==> config.mk <==
export PLATFORM = sky130hd
export DESIGN_NAME = compress_latch_ctrl
export DESIGN_NICKNAME = d
export VERILOG_FILES = /design/src/rtl/compress_latch_ctrl.sv
export SDC_FILE = /design/constraint.sdc
export NUM_CORES = 1
export LEC_CHECK = 0
export CORE_MARGIN = 5
export CORE_UTILIZATION = 45
export CTS_BUF_LIST = sky130_fd_sc_hd__clkbuf_4 sky130_fd_sc_hd__clkbuf_8 sky130_fd_sc_hd__clkbuf_16
export DETAILED_ROUTE_END_ITERATION = 6
export PLACE_DENSITY_LB_ADDON = 0.25
export SLEW_MARGIN = 15
export SYNTH_ARGS = -nofsm -noshare
export SYNTH_HDL_FRONTEND = slang
export SYNTH_SLANG_ARGS = --single-unit
==> constraint.sdc <==
create_clock -name i_clk -period 4.8 [get_ports i_clk]
set_clock_uncertainty 0.1 [all_clocks]
set_input_delay 0.72 -clock i_clk [delete_from_list [all_inputs] [get_ports i_clk]]
set_output_delay 0.72 -clock i_clk [all_outputs]
set_load 0.005 [all_outputs]
==> src/rtl/compress_latch_ctrl.sv <==
// Ping-pong sequencer for the two 128-bit latch banks in front of the
// compressor. Tracks which bank is free/full, raises a one-hot latch enable
// on each accepted word, steers the read mux, and tags block boundaries.
module compress_latch_ctrl #(
   parameter int BLOCK_WORDS = 4,
   parameter int CNT_W       = (BLOCK_WORDS > 1) ? $clog2(BLOCK_WORDS) : 1,
   parameter int BLK_CNT_W   = 16
) (
   input  logic                 i_clk,
   input  logic                 i_reset,
   input  logic                 i_flush,
   input  logic                 i_in_valid,
   output logic                 o_in_ready,
   output logic [1:0]           o_latch_en,
   output logic                 o_rd_sel,
   output logic                 o_out_valid,
   input  logic                 i_out_ready,
   output logic                 o_out_first,
   output logic                 o_out_last,
   output logic [CNT_W-1:0]     o_word_idx,
   output logic [BLK_CNT_W-1:0] o_blocks_done,
   output logic                 o_busy
);

   localparam logic [CNT_W-1:0] LAST_IDX = CNT_W'(BLOCK_WORDS - 1);

   logic [1:0]           full;
   logic [1:0]           full_nxt;
   logic                 wr_ptr;
   logic                 rd_ptr;
   logic [CNT_W-1:0]     word_idx;
   logic [BLK_CNT_W-1:0] blocks_done;
   logic                 accept;
   logic                 drain;

   // A flush cycle blocks both handshakes so nothing is captured or consumed
   assign o_in_ready  = ~full[wr_ptr] & ~i_flush;
   assign accept      = i_in_valid & o_in_ready;
   assign o_out_valid = full[rd_ptr] & ~i_flush;
   assign drain       = o_out_valid & i_out_ready;

   // Enables are suppressed while reset is held so no bank opens during reset
   assign o_latch_en[0] = accept & i_reset & ~wr_ptr;
   assign o_latch_en[1] = accept & i_reset & wr_ptr;

   assign o_rd_sel      = rd_ptr;
   assign o_out_first   = (word_idx == '0);
   assign o_out_last    = (word_idx == LAST_IDX);
   assign o_word_idx    = word_idx;
   assign o_blocks_done = blocks_done;
   assign o_busy        = |full;

   // Next occupancy: accept and drain always hit different banks
   always_comb begin
      full_nxt = full;
      if (accept) full_nxt[wr_ptr] = 1'b1;
      if (drain)  full_nxt[rd_ptr] = 1'b0;
   end

   // Bank pointers, block position and block counter
   always_ff @(posedge i_clk) begin
      if (!i_reset) begin
         full        <= '0;
         wr_ptr      <= 1'b0;
         rd_ptr      <= 1'b0;
         word_idx    <= '0;
         blocks_done <= '0;
      end else if (i_flush) begin
         full     <= '0;
         wr_ptr   <= 1'b0;
         rd_ptr   <= 1'b0;
         word_idx <= '0;
      end else begin
         full <= full_nxt;
         if (accept) wr_ptr <= ~wr_ptr;
         if (drain) begin
            rd_ptr <= ~rd_ptr;
            if (o_out_last) begin
               word_idx    <= '0;
               blocks_done <= blocks_done + 1'b1;
            end else begin
               word_idx <= word_idx + 1'b1;
            end
         end
      end
   end

   // A bank can never be written and read out in the same cycle
   always_ff @(posedge i_clk) begin
      if (i_reset && accept && drain) assert (wr_ptr != rd_ptr);
   end

endmodule

# After elaboration in Yosys (flattened, before gate mapping)
# Cells that the tools add are included.
# classes
bitwise	15
n_shift	0
mux	11
reduce_logical	6
order_cmp	4
eq_ne	1
div	0
add_sub_neg	2
mul	0
# op_table
op	count
$add A16 B1 Y16 const B	1
$and A1 B1 Y1	7
$mux W1	6
$mux W2	3
$not A1 Y1	5
$lt A1 B2 Y1 const B	2
$reduce_or A2 Y1	2
$reduce_and A3 Y1	1
$add A2 B1 Y2 const B	1
$and A2 B2 Y2	1
$demux W1 S1	2
$eq A2 B2 Y1 const B	1
$ge A1 B1 Y1 const B	2
$logic_and A1 B1 Y1	2
$logic_not A2 Y1	1
$not A2 Y2	1
$or A2 B2 Y2	1
# totals
latchBits	0
rom_bits	0
ramBits	0
ff_bits	22
input_bits	5
n_memories	0
output_inout_bits	26

# Depth between registers and ports, before layout
# Gate-level depths: netlist of the first run.
# depth
ltp_word	8
depth_mapped	6

# Worst setup path before layout of the first run
# Ideal clock, no wire load.
# synth_timing
kind	input to register
start	input port i_flush
end	register blocks_done[15] (netlist: o_blocks_done[15])
path_stages	5
setup_ps	135
t_arrival_ps	1911
slack_ps	2654
cell_sequence	nand3b_4 or4_1 buf_2 o311ai_0 o41ai_1
# synth_via
elab_chain_len	4
# synth_lines
element	line_no	source
start, declared	11	input logic i_flush,
$not A1 Y1 (*)	39	assign o_out_valid = full[rd_ptr] & ~i_flush;
$and A1 B1 Y1	39	
$and A1 B1 Y1	40	assign drain = o_out_valid & i_out_ready;
$reduce_and A3 Y1 (no source line) (*)	--	
end signal, assigned	80	blocks_done <= blocks_done + 1'b1;
end, declared	32	logic [BLK_CNT_W-1:0] blocks_done;
# Mark *: on every way between the ends. The rest lies on a longest branch, timed or not.
# A chain may end at the register's enable or synchronous reset.

# Final worst setup path of the first run
# layout_timing
start	input port i_in_valid
end	output port o_latch_en[0]
# layout_via
elab_chain_len	3
# layout_lines
element	line_no	source
start, declared	12	input logic i_in_valid,
$and A1 B1 Y1	38	assign accept = i_in_valid & o_in_ready;
$and A1 B1 Y1 (2 in series)	43	assign o_latch_en[0] = accept & i_reset & ~wr_ptr;
end, declared	14	output logic [1:0] o_latch_en,
# Every way passes these cells.

==> results of run 1 <==
kinds of logic (layout without fill, tap and decap cells):
family	Yosys count	in the layout	share of synthesized area, %
buffers and inverters	12	43	4.39
flip-flops	22	22	41.8
AND/OR/NAND/NOR	51	51	26.8
XOR/XNOR	8	8	6.65
AO/OA/AOI/OAI	25	25	13.9
multiplexers	3	3	2.85
adder cells (fa/ha/maj)	3	3	3.56
state kept, by name (all words and copies together) (netlist names):
register	cells
o_blocks_done	16
o_word_idx	2
full	2
wr_ptr	1
o_rd_sel	1
Yosys cell counts:
library cell	number	share of area [%]
nand3b_4	1	1.9
a311oi_1	3	2.5
or3_1	7	4.2
ha_1	3	3.6
xnor2_1	7	5.8
nand2_1	7	2.5
o311ai_0	1	0.83
nor3b_1	2	1.4
and4_1	1	0.83
mux2i_1	3	2.9
clkbuf_1	2	0.71
nand3_1	6	2.9
nor3_1	2	0.95
nand2b_1	2	1.2
o21ai_0	8	3.8
a211oi_1	1	0.71
or4_1	2	1.4
nor2_1	14	5.0
nor4_1	4	2.4
buf_2	1	0.47
o41ai_1	1	0.83
nand4_1	2	1.2
inv_1	9	3.2
dfxtp_1	22	42
a21oi_1	11	5.2
nand4bb_1	1	1.1
xor2_1	1	0.83
metal layers:
metal	share of wire, %	vias to the layer above
met1	42	478
met3	6.2	4
met4	1.5	0
met5	0	-
li1	-	508
met2	51	32
worst max-delay path, cell delays in order:
cell and delay (ps):
clkdlybuf4s50_1 560, nand2_1 110, nor4_1 200, clkdlybuf4s50_1 560
through the flow:
stage,instance area [sq um],utilization (%),std cells
2_1_floorplan,1050,-,124
3_3_place_gp,1380,61.6,179
3_5_place_dp,1380,61.6,179
4_1_cts,1430,64.0,183
5_1_grt,1430,64.0,183
6_report,1430,64.0,183
worst max-delay path by stage:
| stage | start | end | slack (ps) |
|---|---|---|---|
| final | i_in_valid | o_latch_en[0] | 1830 |
| after global routing | i_in_valid | o_latch_en[0] | 1750 |
| after CTS | i_in_valid | o_latch_en[0] | 1830 |
| after detailed placement | i_in_valid | o_latch_en[0] | 1840 |
| after global placement | i_reset | o_latch_en[0] | 1920 |
| after floorplan | i_flush | o_blocks_done[15] | 2650 |
where the power goes:
group | switching (uW) | internal (uW) | total (uW)
Sequential | 1.74 | 184 | 185
Clock | 61.1 | 84.5 | 146
Combinational | 10.5 | 9.69 | 20.2
Total | 73.3 | 278 | 351
layout make-up:
class                   count  share of cell area [%]
flip-flops and latches     22                    30.8
clock inverters             1                    2.10
repair buffers             30                    21.0
well taps                  28                    2.45
inverters                   9                    2.36
multi-input cells          90                    39.7
clock buffers               3                    1.58
==> impl_metrics.ini, run 1 <==
[outcome]
status = finished clean

[worst_setup_path]
critPathMaxFanout = 5
reg2reg_slack_ps = 2570
end_kind = output port
cp-start-kind = input pin
criticalPathCategory = input pin to output port
worst_ep_required_time_ps = 3980
critical_path_arrival_ps = 2150
reg2reg_to = o_blocks_done[15]
ff2ff_path_depth = 4
crit-reg2reg-launch = full[1]

[floorplan]
ios = 31
die_w_microns = 58.4
start_util_pct = 47.2
die_area_sq_mm = 0.00341
chipHeight_microns = 58.4
row_count = 17
core_sq_mm = 0.00223

[layout]
final_common_cell = clkdlybuf4s50_1
layout_common_cells = clkdlybuf4s50_1 (30), dfxtp_1 (22), nor2_1 (14)
layout-drive-gt1-share_pct = 3.23
finalNetCount = 164
num_antenna_cells = 0
fillers = 203
regArea_sq_um = 440
syn_to_final_growth_pct = 35.6
multi_input_area_sq_um = 567

[min_path]
hold_start = o_blocks_done[6]
min_to = o_blocks_done[6]
hold_depth = 2
min_path_type = register to register

[grt]
grt_pass1_vias = 943
gr-usage-met2_pct = 26.3
grt_pass1_wl_microns = 4150
antenna_found_initial = 0
grt-ovfl-total = 0
top_usage_layer = met2
grt_max_degree = 16
use_met1_pct = 18.2
track_usage_pct = 15.3
grtUsageMet3_pct = 5.26

[clocking]
cts_buffers = 3
cts_setup_buffers = 0
h-tree-depth = 1
cts_max_path_buffers = 2
path_clk_slew_ps = 110
cts_resized = 0
clkSinkCount = 22
clk_latency_ps = 330
clockRootBuffer = clkbuf_4
holdBufCountCts = 0
cts_tree = done

[placement]
hpwl_microns = 1830
io_buffers = 30
globalplace.congestion = 0.733
dp_slack_ps = 1840

[sta]
timing.final.crit_period_ps = 2970
drv_slew = 0
max_slew_margin_pct = 44.2
hold_viol = 0
setup_ws_ps = 1830
whs_ps = 416
tightest_slew_ps = 813
setup_viol_count_final = 0
fmax_mhz = 337
finalSetupTns_ps = 0
rsz0062_at_grt = false
post-route-period-util_pct = 61.8

[synth]
yosys_warnings = 0
synth_cell_types = 27
ys_ff_latch = 22
yosysSeqAreaShare_pct = 41.8
synthesis.area_sq_mm = 0.00105
syn_inst = 124
avgSynthCellArea_sq_um = 8.50
syn_nets = 132

[route]
wl_microns = 2470
ant_nets = 0
vias = 1022
drtIter0Drc = 21
vias_per_cell = 5.58
wl_per_cell_microns = 13.5
dr.pass1.iters = 4
remaining_drc_errors = 0

[power_and_ir_drop]
p_leak_uw = 0.000458
finalPower_uw = 351
powerDensity_mw_per_mm2 = 246
irDropWorstVdd_uv = 246

[run]
maxCapViolCount = 0
(Power assumes the default switching activity.)
==> inputs of run 2 (changes only) <==
--- a/config.mk
+++ b/config.mk
@@ -6,7 +6,7 @@
 export NUM_CORES = 1
 export LEC_CHECK = 0
 export CORE_MARGIN = 5
-export CORE_UTILIZATION = 45
+export CORE_UTILIZATION = 41
 export CTS_BUF_LIST = sky130_fd_sc_hd__clkbuf_4 sky130_fd_sc_hd__clkbuf_8 sky130_fd_sc_hd__clkbuf_16
 export DETAILED_ROUTE_END_ITERATION = 6
 export PLACE_DENSITY_LB_ADDON = 0.25
==> constraint.sdc (replaced) <==
create_clock -name i_clk -period 2.5 [get_ports i_clk]
set_clock_uncertainty 0.1 [all_clocks]
set_input_delay 0.375 -clock i_clk [delete_from_list [all_inputs] [get_ports i_clk]]
set_output_delay 0.375 -clock i_clk [all_outputs]
set_load 0.005 [all_outputs]
==> run 2 against run 1 <==
Effect of this change:
- combinational power is 94% higher
- sequential share of layout area shrank 0.11 points
- global-route usage shrank 1.2 points
- via count is 3.9% lower
- utilization down 6.1 points
- clock power up 35%
- wire length decreased by 8.0%
- critical path type is now register to output port
- largest power group unchanged
==> impl_metrics.ini, run 2 (same netlist as run 1, synthesis figures left out) <==
[worst_setup_path]
critPathMaxFanout = 12
critical_path_arrival_ps = 1860
cp-start-kind = register
crit_chain = mux2i_2 > nor2_1 > clkdlybuf4s50_1
criticalPathCategory = register to output port
reg2reg_slack_ps = 390
crit_slowest_cell = mux2i_2
worst_ep_required_time_ps = 2030
end_kind = output port
worst_path_largest_cell_delay_ps = 550

[route]
remaining_drc_errors = 0
wl_microns = 2270
vias_per_cell = 5.25
dr.pass1.iters = 4
wl_per_cell_microns = 12.1
ant_nets = 0
vias = 982
drtIter0Drc = 26

[grt]
grt_max_degree = 16
track_usage_pct = 14.1
grt_pass1_vias = 895
antenna_found_initial = 0
grt-ovfl-total = 0
grt_pass1_wl_microns = 3970

[layout]
num_antenna_cells = 0
layout-drive-gt1-share_pct = 5.10
layout_common_cells = clkdlybuf4s50_1 (30), dfxtp_1 (22), nor2_1 (14)
final_common_cell = clkdlybuf4s50_1
largest_reg_flops = 16
syn_to_final_growth_pct = 36.1
finalNetCount = 166
fillers = 238

[floorplan]
core_sq_mm = 0.00248
row_count = 18
die_w_microns = 60.7
ios = 31
start_util_pct = 42.5
chipHeight_microns = 60.7
die_area_sq_mm = 0.00368

[clocking]
cts_max_path_buffers = 2
holdBufCountCts = 0
h-tree-depth = 1
clockRootBuffer = clkbuf_4
cts_buffers = 3
cts_setup_buffers = 0
clk_latency_ps = 300
path_clk_slew_ps = 120
cts_tree = done
clkSinkCount = 22

[power_and_ir_drop]
irDropWorstVdd_uv = 412
finalPower_uw = 592
powerDensity_mw_per_mm2 = 413
p_leak_uw = 0.000461

[sta]
setup_viol_count_final = 0
rsz0062_at_grt = false
timing.final.crit_period_ps = 2340
setup_ws_ps = 165
hold_viol = 0
max_slew_margin_pct = 61.7
fmax_mhz = 428
tightest_slew_ps = 563
drv_slew = 0
post-route-period-util_pct = 93.4
finalSetupTns_ps = 0

[run]
maxCapViolCount = 0

[outcome]
status = finished clean

[placement]
hpwl_microns = 1740
globalplace.congestion = 0.725
io_buffers = 30
dp_slack_ps = 108

[min_path]
min_path_type = register to register
## run 2: cell count changes in the layout (fill, tap and decap cells not counted)
| cell | previous run | this run |
|---|---|---|
| buf_4 | 0 | 2 |
| bufinv_16 | 1 | 0 |
| clkbuf_8 | 0 | 1 |
| mux2i_1 | 3 | 2 |
| mux2i_2 | 0 | 1 |
## run 2: layer usage
layer | vias to the layer above | track usage, % | wire [microns]
li1 | 509 | - | -
met1 | 448 | 19.4 | 1090
met2 | 23 | 21.5 | 1040
met3 | 2 | 5.11 | 125
met4 | 0 | 2.79 | 13
met5 | - | 0 | 0
## run 2: critical path, delay by kind of cell (launching register included)
family,cells,cell delay [ps]
and+or+nand+nor,1,80
buffers and inverters,1,460
muxes,1,550
DFF,1,460
## run 2: per-stage QoR
| stage | std cells | hold WS [ps] | area, sq um | utilization (%) |
|---|---|---|---|---|
| finish | 187 | 416 | 1430 | 57.9 |
| detailed placement | 183 | 396 | 1390 | 56.3 |
| global route | 187 | 449 | 1430 | 57.9 |
| floorplan | 124 | 383 | 1050 | - |
| global placement | 183 | 382 | 1390 | 56.3 |
| CTS | 187 | 414 | 1430 | 57.9 |
## run 2: cell type report
type,count,area [sq um],share of cell area [%]
clock buffers,4,36.3,2.53
inverters,9,33.8,2.36
multi-input cells,90,571,39.8
flip-flops and latches,22,440,30.7
well taps,30,37.5,2.62
repair buffers,32,315,22.0
## run 2: what timing repair did
| item | 4_1_cts | 5_1_grt |
|---|---|---|
| gates resized for setup | 1 | 0 |
| setup endpoints to repair | 1 | 0 |
| endpoints found under the hold margin | 0 | 0 |
## run 2: power breakdown
group | total [uW] | leakage [uW] | switching (uW) | internal, uW
registers | 356 | 0.000177 | 3.45 | 353
clock network | 197 | 0.0000210 | 108 | 88.9
logic | 39.1 | 0.000263 | 19.2 | 20.0
total | 592 | 0.000461 | 130 | 462
## run 2: final timing paths
kind,start,to,cells past startpoint
setup / recovery,o_rd_sel,o_out_valid,3
hold / removal,o_blocks_done[10],o_blocks_done[10],2
setup reg to reg,o_word_idx[0],o_blocks_done[15],5
hold reg to reg,o_blocks_done[10],o_blocks_done[10],2
==> inputs of run 3 (changes only) <==
--- a/config.mk
+++ b/config.mk
@@ -5,12 +5,11 @@
 export SDC_FILE = /design/constraint.sdc
 export NUM_CORES = 1
 export LEC_CHECK = 0
-export CORE_MARGIN = 5
+export CORE_MARGIN = 4
 export CORE_UTILIZATION = 41
 export CTS_BUF_LIST = sky130_fd_sc_hd__clkbuf_4 sky130_fd_sc_hd__clkbuf_8 sky130_fd_sc_hd__clkbuf_16
 export DETAILED_ROUTE_END_ITERATION = 6
 export PLACE_DENSITY_LB_ADDON = 0.25
-export SLEW_MARGIN = 15
 export SYNTH_ARGS = -nofsm -noshare
 export SYNTH_HDL_FRONTEND = slang
 export SYNTH_SLANG_ARGS = --single-unit
==> run 3 against run 2 <==
Effect of this change:
- utilization increased by 1.2 points
- global-route usage increased by 0.36 points
- sequential cell count unchanged
- setup slack got worse by 16 ps
==> impl_metrics.ini, run 3 (same netlist as run 1, synthesis figures left out) <==
[clocking]
cts_setup_buffers = 0
path_clk_slew_ps = 130
holdBufCountCts = 0
cts_max_path_buffers = 2
clkSinkCount = 22
clockRootBuffer = clkbuf_4
clk_latency_ps = 310
cts_buffers = 3
cts_tree = done
h-tree-depth = 1

[grt]
grt_pass1_wl_microns = 3930
track_usage_pct = 14.5
grt_pass1_vias = 935
grt-ovfl-total = 0
grt_max_degree = 16
antenna_found_initial = 0

[run]
maxCapViolCount = 0

[layout]
syn_to_final_growth_pct = 37.6
layout_common_cells = clkdlybuf4s50_1 (30), dfxtp_1 (22), nor2_1 (14)
finalNetCount = 166
largest_reg_flops = 16
final_common_cell = clkdlybuf4s50_1
num_antenna_cells = 0
fillers = 222
layout-drive-gt1-share_pct = 5.10

[worst_setup_path]
worst_path_largest_cell_delay_ps = 580
critical_path_arrival_ps = 1880
end_kind = output port
criticalPathCategory = register to output port
cp-start-kind = register
worst_ep_required_time_ps = 2030
critPathMaxFanout = 12
crit_slowest_cell = mux2i_2
crit_chain = mux2i_2 > nor2_1 > clkdlybuf4s50_1

[power_and_ir_drop]
p_leak_uw = 0.000468
p_sw_share_pct = 19.5
p_switching_uw = 129
clkPwrFrac_pct = 40.3
p_seq_share_pct = 53.7
p_int_uw = 535
finalPower_uw = 664
powerDensity_mw_per_mm2 = 458
pwr-share-comb_pct = 6.0
irDropWorstVdd_uv = 364

[floorplan]
core_sq_mm = 0.00245
row_count = 18
ios = 31
die_w_microns = 58.7
chipHeight_microns = 58.7
start_util_pct = 42.9
die_area_sq_mm = 0.00344

[route]
wl_per_cell_microns = 12.7
wl_microns = 2380
vias_per_cell = 5.48
ant_nets = 0
drtIter0Drc = 31
vias = 1024
remaining_drc_errors = 0
dr.pass1.iters = 4

[outcome]
status = finished clean

[sta]
max_slew_margin_pct = 59.8
rsz0062_at_grt = false
timing.final.crit_period_ps = 2350
whs_ps = 405
hold_viol = 0
tightest_slew_ps = 592
fmax_mhz = 425
finalSetupTns_ps = 0
post-route-period-util_pct = 94.1
setup_viol_count_final = 0
drv_slew = 0
setup_ws_ps = 149

[min_path]
min_path_type = register to register

[placement]
dp_slack_ps = 106
globalplace.congestion = 0.787
io_buffers = 30
==> run 3: changes by cell type in the layout (fill, tap and decap cells not counted) <==
cell | before | now
bufinv_16 | 0 | 1
clkbuf_8 | 1 | 0
==> run 3: path summary, 6_finish.rpt <==
check	startpoint	to	slack, ps	cells past startpoint
setup / recovery	o_rd_sel	o_out_valid	150	3
hold / removal	o_blocks_done[10]	o_blocks_done[10]	410	2
setup reg to reg	o_word_idx[0]	o_blocks_done[15]	380	5
hold reg to reg	o_blocks_done[10]	o_blocks_done[10]	410	2
==> run 3: timing repair <==
| action | 4_1_cts | 5_1_grt |
|---|---|---|
| endpoints found under the hold margin | 0 | 0 |
| resized for setup | 1 | 0 |
| endpoints found under the setup margin | 1 | 0 |
==> run 3: layout make-up <==
| type | count | area, sq um | share of cell area, % |
|---|---|---|---|
| tap | 30 | 37.5 | 2.59 |
| sequential | 22 | 440 | 30.4 |
| clock inverter | 1 | 30.0 | 2.07 |
| multi-input combinational | 90 | 571 | 39.3 |
| inverter | 9 | 33.8 | 2.33 |
| clock buffer | 3 | 22.5 | 1.55 |
| timing repair buffer | 32 | 315 | 21.7 |
==> run 3: layer usage <==
layer / vias to the layer above / GRT usage [%] / share of wire, %
met1: 488 / 17.7 / 46
li1: 510 / - / -
met4: 0 / 7.77 / 1.2
met3: 4 / 2.41 / 4.2
met5: - / 0 / 0
met2: 22 / 24.2 / 48
==> run 3: per-stage QoR <==
stage          cell area (sq um)  util (%)  instances
4_1_cts                     1450      59.1        187
2_1_floorplan               1050         -        124
6_report                    1450      59.1        187
5_1_grt                     1450      59.1        187
3_5_place_dp                1390      56.8        183
3_3_place_gp                1390      56.8        183
==> run 3: power groups by stage <==
stage / logic, uW / registers (uW) / clock network, uW
finish: 40.1 / 356 / 267
global route: 43.3 / 357 / 293
CTS: 40.4 / 356 / 277
detailed placement: 40.0 / 364 / 0
global placement: 38.6 / 363 / 0
floorplan: 17.4 / 363 / 0
==> run 3: worst max-delay path: cells and delay by family, from the launching register on <==
| family | cells | cell delay [ps] |
|---|---|---|
| mux | 1 | 580 |
| buf+inv | 1 | 470 |
| flops | 1 | 450 |
| simple gates | 1 | 80 |
